## src/rtl/n64_controller_port_if.sv

```systemverilog
// Frame-source side of one N64 controller port: per-port queue head handshake
// plus the live controller state and the source selector.
interface n64_controller_port_if;
    logic        input_mode;
    logic [31:0] real_controller_data;
    logic [31:0] frame_data;
    logic        frame_valid;
    logic        frame_ready;

    modport master (
        output input_mode, real_controller_data, frame_data, frame_valid,
        input  frame_ready
    );

    modport slave (
        input  input_mode, real_controller_data, frame_data, frame_valid,
        output frame_ready
    );
endinterface

```

## src/rtl/n64_controller_port.sv

```systemverilog
// N64 controller emulator for one console port: joybus receive, command decode,
// response delay and serialisation in a single FSM, plus poll/underflow statistics.
module n64_controller_port #(
    parameter int unsigned CLK_PER_US    = 50,
    parameter int unsigned RESP_DELAY_US = 2,
    parameter logic [23:0] IDENT         = 24'h050002,
    parameter bit          REPEAT_LAST   = 1'b1,
    parameter int unsigned RX_TIMEOUT_US = 8,
    parameter int unsigned COUNT_W       = 16
) (
    input  logic                 sys_clk,
    input  logic                 controller_reset_n,
    input  logic                 n64d_in,
    output logic                 n64d_oe,
    n64_controller_port_if.slave src,
    output logic [COUNT_W-1:0]   poll_count,
    output logic [COUNT_W-1:0]   underflow_count,
    output logic                 busy
);

    localparam int unsigned U       = CLK_PER_US;
    localparam int unsigned TO_CYC  = RX_TIMEOUT_US * U;
    localparam int unsigned DLY_CYC = RESP_DELAY_US * U;
    localparam int unsigned TW      = $clog2(TO_CYC + DLY_CYC + 4 * U + 1);

    localparam logic [TW-1:0] T_1U_END  = TW'(U - 1);
    localparam logic [TW-1:0] T_2U_END  = TW'(2 * U - 1);
    localparam logic [TW-1:0] T_3U_END  = TW'(3 * U - 1);
    localparam logic [TW-1:0] T_SAMPLE  = TW'(2 * U);
    localparam logic [TW-1:0] T_DLY_END = TW'(DLY_CYC - 1);
    localparam logic [TW-1:0] T_TO_END  = TW'(TO_CYC - 1);

    typedef enum logic [2:0] {
        IDLE, RX_BIT, RX_STOP, IGNORE, DELAY, TX_LOW, TX_HIGH, TX_STOP
    } state_t;

    state_t             state_q, state_d;
    logic [TW-1:0]      timer_q, timer_d;
    logic [TW-1:0]      idle_q, idle_d;
    logic [5:0]         bit_cnt_q, bit_cnt_d;
    logic [7:0]         cmd_q, cmd_d;
    logic [31:0]        shift_q, shift_d;
    logic [31:0]        last_frame_q, last_frame_d;
    logic               poll_q, poll_d;
    logic               stop_fall_q, stop_fall_d;
    logic               prev_in_q;
    logic               n64d_oe_q, n64d_oe_d;
    logic [COUNT_W-1:0] poll_count_q, poll_count_d;
    logic [COUNT_W-1:0] underflow_count_q, underflow_count_d;

    logic          fall, rise, timed_out, frame_ready;
    logic [TW-1:0] low_end, high_end;
    logic [5:0]    last_bit;

    assign fall      = prev_in_q & ~n64d_in;
    assign rise      = ~prev_in_q & n64d_in;
    // idle_q counts cycles since the last line edge in either direction.
    assign timed_out = (idle_q >= T_TO_END);
    assign low_end   = shift_q[31] ? T_1U_END : T_3U_END;
    assign high_end  = shift_q[31] ? T_3U_END : T_1U_END;
    assign last_bit  = poll_q ? 6'd31 : 6'd23;

    always_comb begin
        // NOTE: every variable written here gets a default first, so no branch can infer a latch.
        state_d           = state_q;
        timer_d           = (timer_q == '1) ? timer_q : timer_q + TW'(1);
        idle_d            = (fall || rise) ? '0 : ((idle_q == '1) ? idle_q : idle_q + TW'(1));
        bit_cnt_d         = bit_cnt_q;
        cmd_d             = cmd_q;
        shift_d           = shift_q;
        last_frame_d      = last_frame_q;
        poll_d            = poll_q;
        stop_fall_d       = stop_fall_q;
        poll_count_d      = poll_count_q;
        underflow_count_d = underflow_count_q;
        frame_ready       = 1'b0;

        case (state_q)
            IDLE: begin
                timer_d   = '0;
                idle_d    = '0;
                bit_cnt_d = '0;
                if (fall) state_d = RX_BIT;
            end
            RX_BIT: begin
                if (fall) timer_d = '0;
                if (timed_out) begin
                    state_d = IDLE;
                end else if (timer_q == T_SAMPLE) begin
                    cmd_d     = {cmd_q[6:0], n64d_in};
                    bit_cnt_d = bit_cnt_q + 6'd1;
                    if (bit_cnt_q == 6'd7) begin
                        state_d     = RX_STOP;
                        stop_fall_d = 1'b0;
                    end
                end
            end
            RX_STOP: begin
                // A rising edge before the stop bit's own falling edge is the tail of a 0 bit.
                if (timed_out) begin
                    state_d = IDLE;
                end else if (fall) begin
                    stop_fall_d = 1'b1;
                end else if (rise && stop_fall_q) begin
                    timer_d = '0;
                    if (cmd_q == 8'h00 || cmd_q == 8'hFF) begin
                        poll_d  = 1'b0;
                        state_d = DELAY;
                    end else if (cmd_q == 8'h01) begin
                        poll_d  = 1'b1;
                        state_d = DELAY;
                    end else begin
                        state_d = IGNORE;
                    end
                end
            end
            IGNORE: begin
                if (n64d_in && timed_out) state_d = IDLE;
            end
            DELAY: begin
                if (timer_q == '0) begin
                    if (!poll_q) begin
                        shift_d = {IDENT, 8'h00};
                    end else begin
                        poll_count_d = (poll_count_q == '1) ? poll_count_q
                                                            : poll_count_q + COUNT_W'(1);
                        if (!src.input_mode) begin
                            shift_d = src.real_controller_data;
                        end else if (src.frame_valid) begin
                            shift_d      = src.frame_data;
                            last_frame_d = src.frame_data;
                            frame_ready  = 1'b1;
                        end else begin
                            shift_d           = REPEAT_LAST ? last_frame_q : 32'h0;
                            underflow_count_d = (underflow_count_q == '1) ? underflow_count_q
                                                : underflow_count_q + COUNT_W'(1);
                        end
                    end
                end
                if (timer_q == T_DLY_END) begin
                    state_d   = TX_LOW;
                    timer_d   = '0;
                    bit_cnt_d = '0;
                end
            end
            TX_LOW: begin
                if (timer_q == low_end) begin
                    state_d = TX_HIGH;
                    timer_d = '0;
                end
            end
            TX_HIGH: begin
                if (timer_q == high_end) begin
                    timer_d   = '0;
                    shift_d   = {shift_q[30:0], 1'b0};
                    bit_cnt_d = bit_cnt_q + 6'd1;
                    state_d   = (bit_cnt_q == last_bit) ? TX_STOP : TX_LOW;
                end
            end
            TX_STOP: begin
                // 2U of stop pulse followed by 1U of released line.
                if (timer_q == T_3U_END) state_d = IDLE;
            end
            default: state_d = IDLE;
        endcase

        n64d_oe_d = (state_d == TX_LOW) || (state_d == TX_STOP && timer_d <= T_2U_END);
    end

    // NOTE: sequential state uses non-blocking assignments only; the asynchronous
    // reset releases the pad immediately, even mid-bit.
    always_ff @(posedge sys_clk or negedge controller_reset_n) begin
        if (!controller_reset_n) begin
            state_q           <= IDLE;
            timer_q           <= '0;
            idle_q            <= '0;
            bit_cnt_q         <= '0;
            cmd_q             <= '0;
            shift_q           <= '0;
            last_frame_q      <= '0;
            poll_q            <= 1'b0;
            stop_fall_q       <= 1'b0;
            prev_in_q         <= 1'b1;
            n64d_oe_q         <= 1'b0;
            poll_count_q      <= '0;
            underflow_count_q <= '0;
        end else begin
            state_q           <= state_d;
            timer_q           <= timer_d;
            idle_q            <= idle_d;
            bit_cnt_q         <= bit_cnt_d;
            cmd_q             <= cmd_d;
            shift_q           <= shift_d;
            last_frame_q      <= last_frame_d;
            poll_q            <= poll_d;
            stop_fall_q       <= stop_fall_d;
            prev_in_q         <= n64d_in;
            n64d_oe_q         <= n64d_oe_d;
            poll_count_q      <= poll_count_d;
            underflow_count_q <= underflow_count_d;
        end
    end

    assign n64d_oe         = n64d_oe_q;
    assign src.frame_ready = frame_ready;
    assign poll_count      = poll_count_q;
    assign underflow_count = underflow_count_q;
    assign busy            = (state_q != IDLE);

endmodule
```

## src/flat_wrapper.sv

```systemverilog
// flat-port wrapper written by rule: the top's interface ports become plain ports
module n64_controller_port_flat 
#(
    parameter int unsigned CLK_PER_US    = 50,
    parameter int unsigned RESP_DELAY_US = 2,
    parameter logic [23:0] IDENT         = 24'h050002,
    parameter bit          REPEAT_LAST   = 1'b1,
    parameter int unsigned RX_TIMEOUT_US = 8,
    parameter int unsigned COUNT_W       = 16
)
  (sys_clk, controller_reset_n, n64d_in, n64d_oe, poll_count, underflow_count, busy, src_input_mode, src_real_controller_data, src_frame_data, src_frame_valid, src_frame_ready);
  n64_controller_port_if src_i ();
  input  logic sys_clk;
  input  logic controller_reset_n;
  input  logic n64d_in;
  output logic n64d_oe;
  output logic [COUNT_W-1:0] poll_count;
  output logic [COUNT_W-1:0] underflow_count;
  output logic busy;
  input wire logic [$bits(src_i.input_mode)-1:0] src_input_mode;
  input wire logic [$bits(src_i.real_controller_data)-1:0] src_real_controller_data;
  input wire logic [$bits(src_i.frame_data)-1:0] src_frame_data;
  input wire logic [$bits(src_i.frame_valid)-1:0] src_frame_valid;
  output wire logic [$bits(src_i.frame_ready)-1:0] src_frame_ready;
  assign src_i.input_mode = src_input_mode;
  assign src_i.real_controller_data = src_real_controller_data;
  assign src_i.frame_data = src_frame_data;
  assign src_i.frame_valid = src_frame_valid;
  assign src_frame_ready = src_i.frame_ready;
  n64_controller_port #(.CLK_PER_US(CLK_PER_US), .RESP_DELAY_US(RESP_DELAY_US), .IDENT(IDENT), .REPEAT_LAST(REPEAT_LAST), .RX_TIMEOUT_US(RX_TIMEOUT_US), .COUNT_W(COUNT_W)) u_core (.sys_clk(sys_clk), .controller_reset_n(controller_reset_n), .n64d_in(n64d_in), .n64d_oe(n64d_oe), .src(src_i), .poll_count(poll_count), .underflow_count(underflow_count), .busy(busy));
endmodule
```

## config.mk

```make
export PLATFORM = sky130hd
export DESIGN_NAME = n64_controller_port_flat
export DESIGN_NICKNAME = d
export VERILOG_FILES = /design/src/rtl/n64_controller_port_if.sv /design/src/rtl/n64_controller_port.sv /design/src/flat_wrapper.sv
export SDC_FILE = /design/constraint.sdc
export NUM_CORES = 1
export LEC_CHECK = 0
export ABC_CLOCK_PERIOD_IN_PS = 2800
export CAP_MARGIN = 25
export CORE_MARGIN = 1
export CORE_UTILIZATION = 55
export DETAILED_ROUTE_END_ITERATION = 16
export GPL_ROUTABILITY_DRIVEN = 0
export PLACE_DENSITY_LB_ADDON = 0.05
export SETUP_SLACK_MARGIN = 0.02
export SYNTH_ARGS = -nofsm -noshare
export SYNTH_HDL_FRONTEND = slang
export SYNTH_SLANG_ARGS = --single-unit
```

## constraint.sdc

```tcl
create_clock -name sys_clk -period 2.8 [get_ports sys_clk]
set_clock_uncertainty 0.15 [all_clocks]
set_input_delay 0.56 -clock sys_clk [delete_from_list [all_inputs] [get_ports sys_clk]]
set_output_delay 0.56 -clock sys_clk [all_outputs]
set_load 0.005 [all_outputs]
```

=== After elaboration in Yosys (flattened, before gate mapping) ===
Cells that the tools add are included.

* Bits in registers: 137
* Input bits: 69
* Output and inout bits: 35
* Word-level logic and storage cells: 137

* $add $sub $neg: 5
* Magnitude comparators: 2
* Equal/unequal tests: 31
* Multiplexer cells: 55
* Bitwise operators: 9
* Reductions and logical operators: 22

{| class="wikitable"
|+ Operator list
! cell !! number
|-
| 32-bit two-way mux || 5
|-
| 10-bit two-way mux || 11
|-
| 32-bit case mux with 2 select lines || 1
|-
| 10-bit case mux with 6 select lines || 1
|-
| 3-bit two-way mux || 14
|-
| 16-bit by 1-bit adder with 16-bit output, second input constant || 2
|-
| 16-bit == test, second input constant || 2
|-
| 6-bit two-way mux || 4
|-
| 3-bit case mux with 8 select lines || 1
|-
| 6-bit case mux with 4 select lines || 1
|-
| 10-bit by 1-bit adder with 10-bit output, second input constant || 2
|-
| 10-bit == test || 2
|-
| 10-bit == test, second input constant || 2
|-
| 10-bit by 7-bit == test with 1-bit output, second input constant || 2
|-
| 3-bit == test, second input constant || 6
|-
| 8-bit two-way mux || 2
|-
| 1-bit two-way mux || 12
|-
| 2-bit by 1-bit inequality test with 1-bit output, second input constant || 6
|-
| 6-bit AND reduction || 2
|-
| 10-bit by 8-bit == test with 1-bit output, second input constant || 1
|-
| 10-bit by 9-bit >= comparator with 1-bit output, second input constant || 1
|-
| 10-bit by 7-bit <= comparator with 1-bit output, second input constant || 1
|-
| 10-bit zero test || 1
|-
| 5-bit AND reduction || 2
|-
| 23 further kinds || 40
|}

=== Longest topological paths before layout ===
Gate-level depths: netlist (run 1).

* Depth in word-level cells: 10
* Depth in mapped cells: 9
* Mapped depth without buffers: 8

=== Least setup slack after synthesis (run 1) ===
OpenSTA, ideal clock, no wires.

* Path type: register to output
* From: reg u_core.timer_q[0]
* To: out src_frame_ready
* Arrival time: 1.664 ns
* Data required time: 2.090 ns
* Setup slack: 0.426 ns
* Cell stages (with the launch flop): 7
* Path buffers: 1
* Path through: dfrtp_1 > inv_1 > ha_1 > nor4b_2 > nand4_2 > nor2_1 > buf_2

* Cells in the longest elaborated chain, start to end: 3

{| class="wikitable"
|+ RTL lines
! element !! RTL line !! source
|-
| start, declared || n64_controller_port.sv:38 || <nowiki>logic [TW-1:0] timer_q, timer_d;</nowiki>
|-
| start signal, assigned || n64_controller_port.sv:189 || <nowiki>timer_q <= timer_d;</nowiki>
|-
| 10-bit zero test || n64_controller_port.sv:121 || <nowiki>if (timer_q == '0) begin</nowiki>
|-
| 1-bit two-way mux || n64_controller_port.sv:121 ||
|-
| 1-bit two-way mux || n64_controller_port.sv:78 || <nowiki>case (state_q)</nowiki>
|-
| end, declared || flat_wrapper.sv:24 || <nowiki>output wire logic [$bits(src_i.frame_ready)-1:0] src_frame_ready;</nowiki>
|}

Every way passes these cells.

=== Worst setup path after layout (run 1) ===
* From: reg u_core.timer_q[1]
* To: out src_frame_ready

Same word-level chain as after synthesis.

==> flow_metrics.env, run 1 <==
export IMPL_ctsHoldBuffers=0
export IMPL_rows=41
export IMPL_cts_buffer_depth=2
export IMPL_path_class="reg2out"
export IMPL_reg2regPathDepth=10
export IMPL_die_y_um=117
export IMPL_port_buffers=103
export IMPL_setup_viol=0
export IMPL_crit_chain="inv_1 -> ha_1 -> nor4b_4 -> nand4_2 -> nor2_4 -> dlygate4sd2_1"
export IMPL_die_x_um=117
export IMPL_initial_core_util_pct=57.0
export IMPL_switching_power_w=0.00100
export IMPL_antenna_cells=0
export IMPL_antenna_left=0
export IMPL_p_sw_share_pct=21.5
export IMPL_synth_area_leaders="dfrtp_1 47%, mux2_2 6.4%, nor2_1 5.4%"
export IMPL_dp_hpwl_mm=11.2
export IMPL_cp_slowest_stage_delay_ps=410
export IMPL_rsz0062_at_grt="false"
export IMPL_cts_tree="built"
export IMPL_design_area_um2=9180
export IMPL_power_internal_w=0.00367
export IMPL_num_vias=5852
export IMPL_clock_latency_ps=420
export IMPL_finalWirelength_mm=16.6
export IMPL_cts_buffers=17
export IMPL_cts_clk_slew_worst_paths_ps=60
export IMPL_synthDistinctLibCells=68
export IMPL_async_flop_share_pct=100
export IMPL_power_per_cell_area_nw_per_um2=509
export IMPL_layout_nets=899
export IMPL_cellLeakagePower_nw=4.08
export IMPL_timing_fmax_mhz=381
export IMPL_relSlewSlack_pct=54.4
export IMPL_track_usage_pct=25.8
export IMPL_synth_edf_count=0
export IMPL_drc=0
export IMPL_hold_viol=0
export IMPL_syn_avg_cell_area_um2=10.1
export IMPL_critPathTopFamily="simple AND/OR/NAND/NOR gates"
export IMPL_drt_pass1_iterations=5
export IMPL_cap_violations=0
export IMPL_synthCells=720
export IMPL_tightestPinTransition_ps=683
export IMPL_slew_viol_final=0
export IMPL_power_frac_comb_pct=6.3
export IMPL_grt_overflow=0
export IMPL_grt_start_max_net_pins=72
export IMPL_end_kind="output port"
export IMPL_drive_gt1_share_pct=14.3
export IMPL_avgRoutedWirePerCell_um=16.5
export IMPL_power_frac_seq_pct=43.3
export IMPL_ios=104
export IMPL_cpMaxStageDelayCell="dfrtp_2"
export IMPL_finalCriticalPeriod_ps=2620
export IMPL_netlist_area_leader_share_pct=47.0
export IMPL_syn_area_um2=7250
export IMPL_clkSinkCount=137
export IMPL_p_clk_share_pct=50.4
export IMPL_worst_ep_arrival_time_ps=1910
export IMPL_die_area_um2=13600
export IMPL_status="finished, final reports clean"
export IMPL_fin_crit_sh_pct=93.7
export IMPL_root_buffer="clkbuf_16"
export IMPL_grt_pass1_wl_mm=27.3
export IMPL_start_kind="flop"
export IMPL_path_depth=6
export IMPL_htreeDepth=4
export IMPL_seq_area_frac_synth_pct=47.3
export IMPL_irDropWorstVdd_uv=391
export IMPL_drt_initial_drc_count=418
export IMPL_syn_to_final_growth_pct=26.6
export IMPL_critPathMaxFanout=2
export IMPL_placed_area_um2=8510
export IMPL_yosysTopAreaCell="dfrtp_1"
export IMPL_synth_nets=798
export IMPL_worst_hold_path_type="in2async"
export IMPL_synth_seq_cells=137
export IMPL_required_ps=2090
export IMPL_antenna_found_initial=0
export IMPL_dominantRegCellSynth="dfrtp_1"
export IMPL_final_setup_tns_ps=0
export IMPL_yosys_warnings=0
export IMPL_grt_pass1_vias=5762
export IMPL_avgViaCountPerCell=5.82
export IMPL_core_area_um2=12700
export IMPL_critPathBufInv=2
export IMPL_total_power_w=0.00467
## Yosys cell counts, drive strengths merged (3+ instances only)
cell type / count
mux2i: 36
nand3b: 3
dfrtp: 136
a22oi: 28
or4: 3
a211oi: 4
nor4: 6
nor4b: 4
ha: 9
mux2: 42
nor3: 14
and4: 4
nand2b: 6
nand3: 24
and3: 10
nor2: 106
xor2: 13
clkbuf: 23
a31oi: 6
nor3b: 4
and2: 4
a21oi: 67
buf: 18
nand4: 17
o221ai: 3
xnor2: 31
and3b: 3
o211ai: 5
inv: 12
nand2: 37
o21ai: 14
## cell families after synthesis
group                    synth area share [%]
AO/OA/AOI/OAI                            12.8
XOR/XNOR                                 5.32
adder cells (fa/ha/maj)                  1.55
buffers and inverters                    3.12
flip-flops                               47.3
multiplexers                             11.5
AND/OR/NAND/NOR                          18.4
## final cells by class
cell class	instances	area, um2
inverters	12	45.0
fillers	970	3540
clock buffers	19	443
multi-input cells	530	3630
flip-flops and latches	137	3430
clock inverters	12	175
repair buffers	123	1240
well taps	172	215
## layer usage
layer / share of wire (%) / global-route usage, % / routed length (um)
met3: 5.4 / 6.75 / 895
met2: 50 / 43.7 / 8300
met1: 42 / 31.7 / 6990
met4: 2.3 / 9.79 / 382
met5: 0 / 0 / 0
## registers in the layout, summed over array words and instances (netlist names), 3 cells and up
register and flops:
u_core.last_frame_q 32, u_core.shift_q 32, u_core.poll_count 16, u_core.underflow_count 16, u_core.idle_q 10, u_core.timer_q 10
u_core.cmd_q 8, u_core.bit_cnt_q 6, u_core.state_q 3
## power by group through the flow
stage                     clock (W)  combinational [W]  sequential, W
after floorplan                   0           0.000114        0.00206
after global placement            0           0.000289        0.00206
after detailed placement          0           0.000298        0.00206
after CTS                   0.00237           0.000298        0.00202
after global routing        0.00246           0.000322        0.00203
final                       0.00236           0.000292        0.00202
## worst reg2reg max path, delay by kind of cell (launching register included)
| kind | cells | cell delay (ps) |
|---|---|---|
| simple gates | 4 | 940 |
| buf+inv | 3 | 420 |
| flops | 1 | 410 |
| compound gates | 1 | 240 |
| fa+ha+maj | 1 | 170 |
| xor+xnor | 1 | 150 |
## cells in the final DEF (no fill, tap or decap), types with 4 or more instances in the layout
cell,count
nor2_1,104
a31oi_1,6
nand4_1,16
xor2_1,13
o211ai_1,5
clkdlybuf4s50_1,98
and4_1,4
dfrtp_1,135
inv_1,12
ha_1,9
a211oi_1,4
buf_12,5
mux2i_1,36
bufinv_16,4
and3_1,9
nand2b_1,6
buf_4,15
a22oi_1,28
clkbuf_16,17
mux2_2,41
o21ai_0,13
nand2_1,37
a21oi_1,66
xnor2_1,31
nand3_1,24
nor3_1,11
nor4_1,4
## worst paths after layout
| check | from | endpoint | slack, ps |
|---|---|---|---|
| max | u_core.timer_q[1] | src_frame_ready | 180 |
| min | controller_reset_n | u_core.poll_count[8] | 5 |
| min reg2reg | u_core.poll_count[8] | u_core.poll_count[8] | 350 |
| max in group asynchronous | controller_reset_n | u_core.prev_in_q | 1810 |
| min in group sys_clk | u_core.poll_count[8] | u_core.poll_count[8] | 350 |
| max reg2reg | u_core.timer_q[1] | u_core.poll_count[14] | 210 |
## stage by stage
stage	instances	hold slack, ps	setup slack [ps]	util [%]
after floorplan	720	114	426	-
after global placement	970	325	208	66.9
after detailed placement	970	341	136	66.9
after CTS	1005	37.4	45.3	72.1
after global routing	1005	69.9	46.7	72.1
final	1005	4.89	177	72.1
## repair_timing
action                                  CTS  global route
endpoints found under the setup margin    1             8
gates cloned                              0             0
gates resized for setup                   3             3
buffers inserted                          4             0
pin swaps                                 3             0
Note: power is estimated with default switching activity, not from simulation.
==> run 2, diff against run 1 <==
--- a/config.mk
+++ b/config.mk
@@ -8,11 +8,12 @@
 export ABC_CLOCK_PERIOD_IN_PS = 2800
 export CAP_MARGIN = 25
 export CORE_MARGIN = 1
-export CORE_UTILIZATION = 55
+export CORE_UTILIZATION = 49
 export DETAILED_ROUTE_END_ITERATION = 16
 export GPL_ROUTABILITY_DRIVEN = 0
 export PLACE_DENSITY_LB_ADDON = 0.05
 export SETUP_SLACK_MARGIN = 0.02
+export SKIP_LAST_GASP = 1
 export SYNTH_ARGS = -nofsm -noshare
 export SYNTH_HDL_FRONTEND = slang
 export SYNTH_SLANG_ARGS = --single-unit
==> run 2 against run 1 <==
Effect of this change:
- combinational power hardly changed
- fmax down 2.0%
- highest routed layer unchanged
- critical path type unchanged
- sequential share of layout area shrank 0.27 points
- critical endpoint is now busy
==> flow_metrics.env, run 2 (synthesis gave the netlist of run 1 again) <==
export IMPL_status="finished, final reports clean"
export IMPL_cpMaxStageDelayCell="clkdlybuf4s50_1"
export IMPL_required_ps=2090
export IMPL_cts_tree="built"
export IMPL_drt_pass1_iterations=4
export IMPL_path_class="reg2out"
export IMPL_cts_buffer_depth=2
export IMPL_port_buffers=103
export IMPL_drc=0
export IMPL_tightestPinTransition_ps=717
export IMPL_dp_hpwl_mm=11.6
export IMPL_initial_core_util_pct=50.1
export IMPL_worst_ep_arrival_time_ps=1970
export IMPL_final_setup_tns_ps=0
export IMPL_power_frac_seq_pct=42.2
export IMPL_start_kind="flop"
export IMPL_final_common_cell="dfrtp_1"
export IMPL_track_usage_pct=23.1
export IMPL_syn_to_final_growth_pct=27.5
export IMPL_crit_chain="buf_4 -> or3_1 -> clkdlybuf4s50_1"
export IMPL_layout_common_cells="136 x dfrtp_1, 104 x nor2_1, 99 x clkdlybuf4s50_1"
export IMPL_design_area_um2=9240
export IMPL_switching_power_w=0.00104
export IMPL_total_power_w=0.00479
export IMPL_endpoint="busy"
export IMPL_p_sw_share_pct=21.8
export IMPL_antenna_left=0
export IMPL_finalCriticalPeriod_ps=2680
export IMPL_avgRoutedWirePerCell_um=16.1
export IMPL_die_y_um=124
export IMPL_fin_crit_sh_pct=95.6
export IMPL_antenna_found_initial=0
export IMPL_cp_slowest_stage_delay_ps=470
export IMPL_die_x_um=124
export IMPL_worst_r2r_endpoint="u_core.underflow_count[13]"
export IMPL_crit_start="u_core.state_q[1]"
export IMPL_grt_pass1_wl_mm=27.2
export IMPL_worst_hold_path_type="reg2reg"
export IMPL_power_per_cell_area_nw_per_um2=519
export IMPL_setup_viol=0
export IMPL_critPathMaxFanout=13
export IMPL_p_clk_share_pct=51.7
export IMPL_whs_ps=339
export IMPL_root_buffer="clkbuf_16"
export IMPL_ios=104
export IMPL_dp_cells=987
export IMPL_placed_area_um2=8550
export IMPL_reg2regPathDepth=10
export IMPL_grt_start_max_net_pins=59
export IMPL_slew_viol_final=0
export IMPL_cts_clk_slew_worst_paths_ps=60
export IMPL_num_vias=5741
export IMPL_power_frac_comb_pct=6.1
export IMPL_relSlewSlack_pct=51.9
export IMPL_drive_gt1_share_pct=14.5
export IMPL_finalWirelength_mm=16.5
export IMPL_htreeDepth=4
export IMPL_largest_registers="u_core.last_frame_q (32), u_core.shift_q (32)"
export IMPL_clock_latency_ps=420
export IMPL_drt_initial_drc_count=305
export IMPL_rsz0062_at_grt="false"
export IMPL_antenna_cells=0
export IMPL_core_area_um2=14500
export IMPL_power_internal_w=0.00375
export IMPL_cellLeakagePower_nw=4.12
export IMPL_cts_buffers=17
export IMPL_hold_viol=0
export IMPL_cap_violations=0
export IMPL_rr_startpoint="u_core.timer_q[1]"
export IMPL_ff2ff_setup_slack_ps=170
export IMPL_irDropWorstVdd_uv=409
export IMPL_grt_overflow=0
export IMPL_rows=44
export IMPL_avgViaCountPerCell=5.61
export IMPL_grt_pass1_vias=5641
export IMPL_die_area_um2=15300
export IMPL_layout_nets=904
export IMPL_clkSinkCount=137
export IMPL_layout_cells_non_filler=1023
export IMPL_end_kind="output port"
export IMPL_timing_fmax_mhz=374
==> run 2: how the worst min path moves through the flow <==
stage | startpoint | to | slack (ps) | depth (start not counted)
final | u_core.poll_count[8] | u_core.poll_count[8] | 340 | 1
after global routing | u_core.poll_count[8] | u_core.poll_count[8] | 350 | 1
after CTS | u_core.poll_count[14] | u_core.poll_count[14] | 340 | 1
after detailed placement | u_core.underflow_count[14] | u_core.underflow_count[14] | 330 | 1
after global placement | u_core.poll_count[8] | u_core.poll_count[8] | 330 | 1
after floorplan | controller_reset_n | u_core.bit_cnt_q[0] | 110 | 0
==> run 2: cell type report <==
cell class,instances,area (um2)
Timing Repair Buffer,128,1260
Fill cell,1211,5240
Inverter,12,45.0
Clock buffer,18,429
Multi-Input combinational cell,530,3630
Sequential cell,137,3430
Clock inverter,14,218
Tap cell,184,230
==> run 2: timing repair <==
action                     in CTS  in global routing
setup buffers                   3                  0
hold buffers                    1                  0
hold endpoints to repair       39                  0
setup endpoints to repair       1                  0
resized for setup               2                  0
==> run 2: worst max-delay path: cells and delay by family, from the launching register on <==
kind | cells | cell delay [ps]
buf+inv | 2 | 670
simple gates | 1 | 440
flops | 1 | 420
==> run 2: metrics by stage <==
step,utilization [%],setup slack (ps)
after floorplan,-,426
after global placement,59.1,202
after detailed placement,59.1,139
after CTS,63.8,117
after global routing,63.8,20.7
final,63.8,124
==> run 2: power groups by stage <==
stage | registers, W | clock network, W | logic [W]
floorplan | 0.00206 | 0 | 0.000114
global placement | 0.00206 | 0 | 0.000290
detailed placement | 0.00206 | 0 | 0.000296
CTS | 0.00202 | 0.00253 | 0.000299
global route | 0.00203 | 0.00262 | 0.000323
finish | 0.00202 | 0.00248 | 0.000291
==> run 2: routing by layer <==
layer | wire length, um | GRT usage [%] | share of wire (%)
met5 | 0 | 0 | 0
met1 | 7220 | 29.1 | 44
met2 | 8390 | 38.7 | 51
met3 | 721 | 6.59 | 4.4
met4 | 161 | 6.48 | 0.98
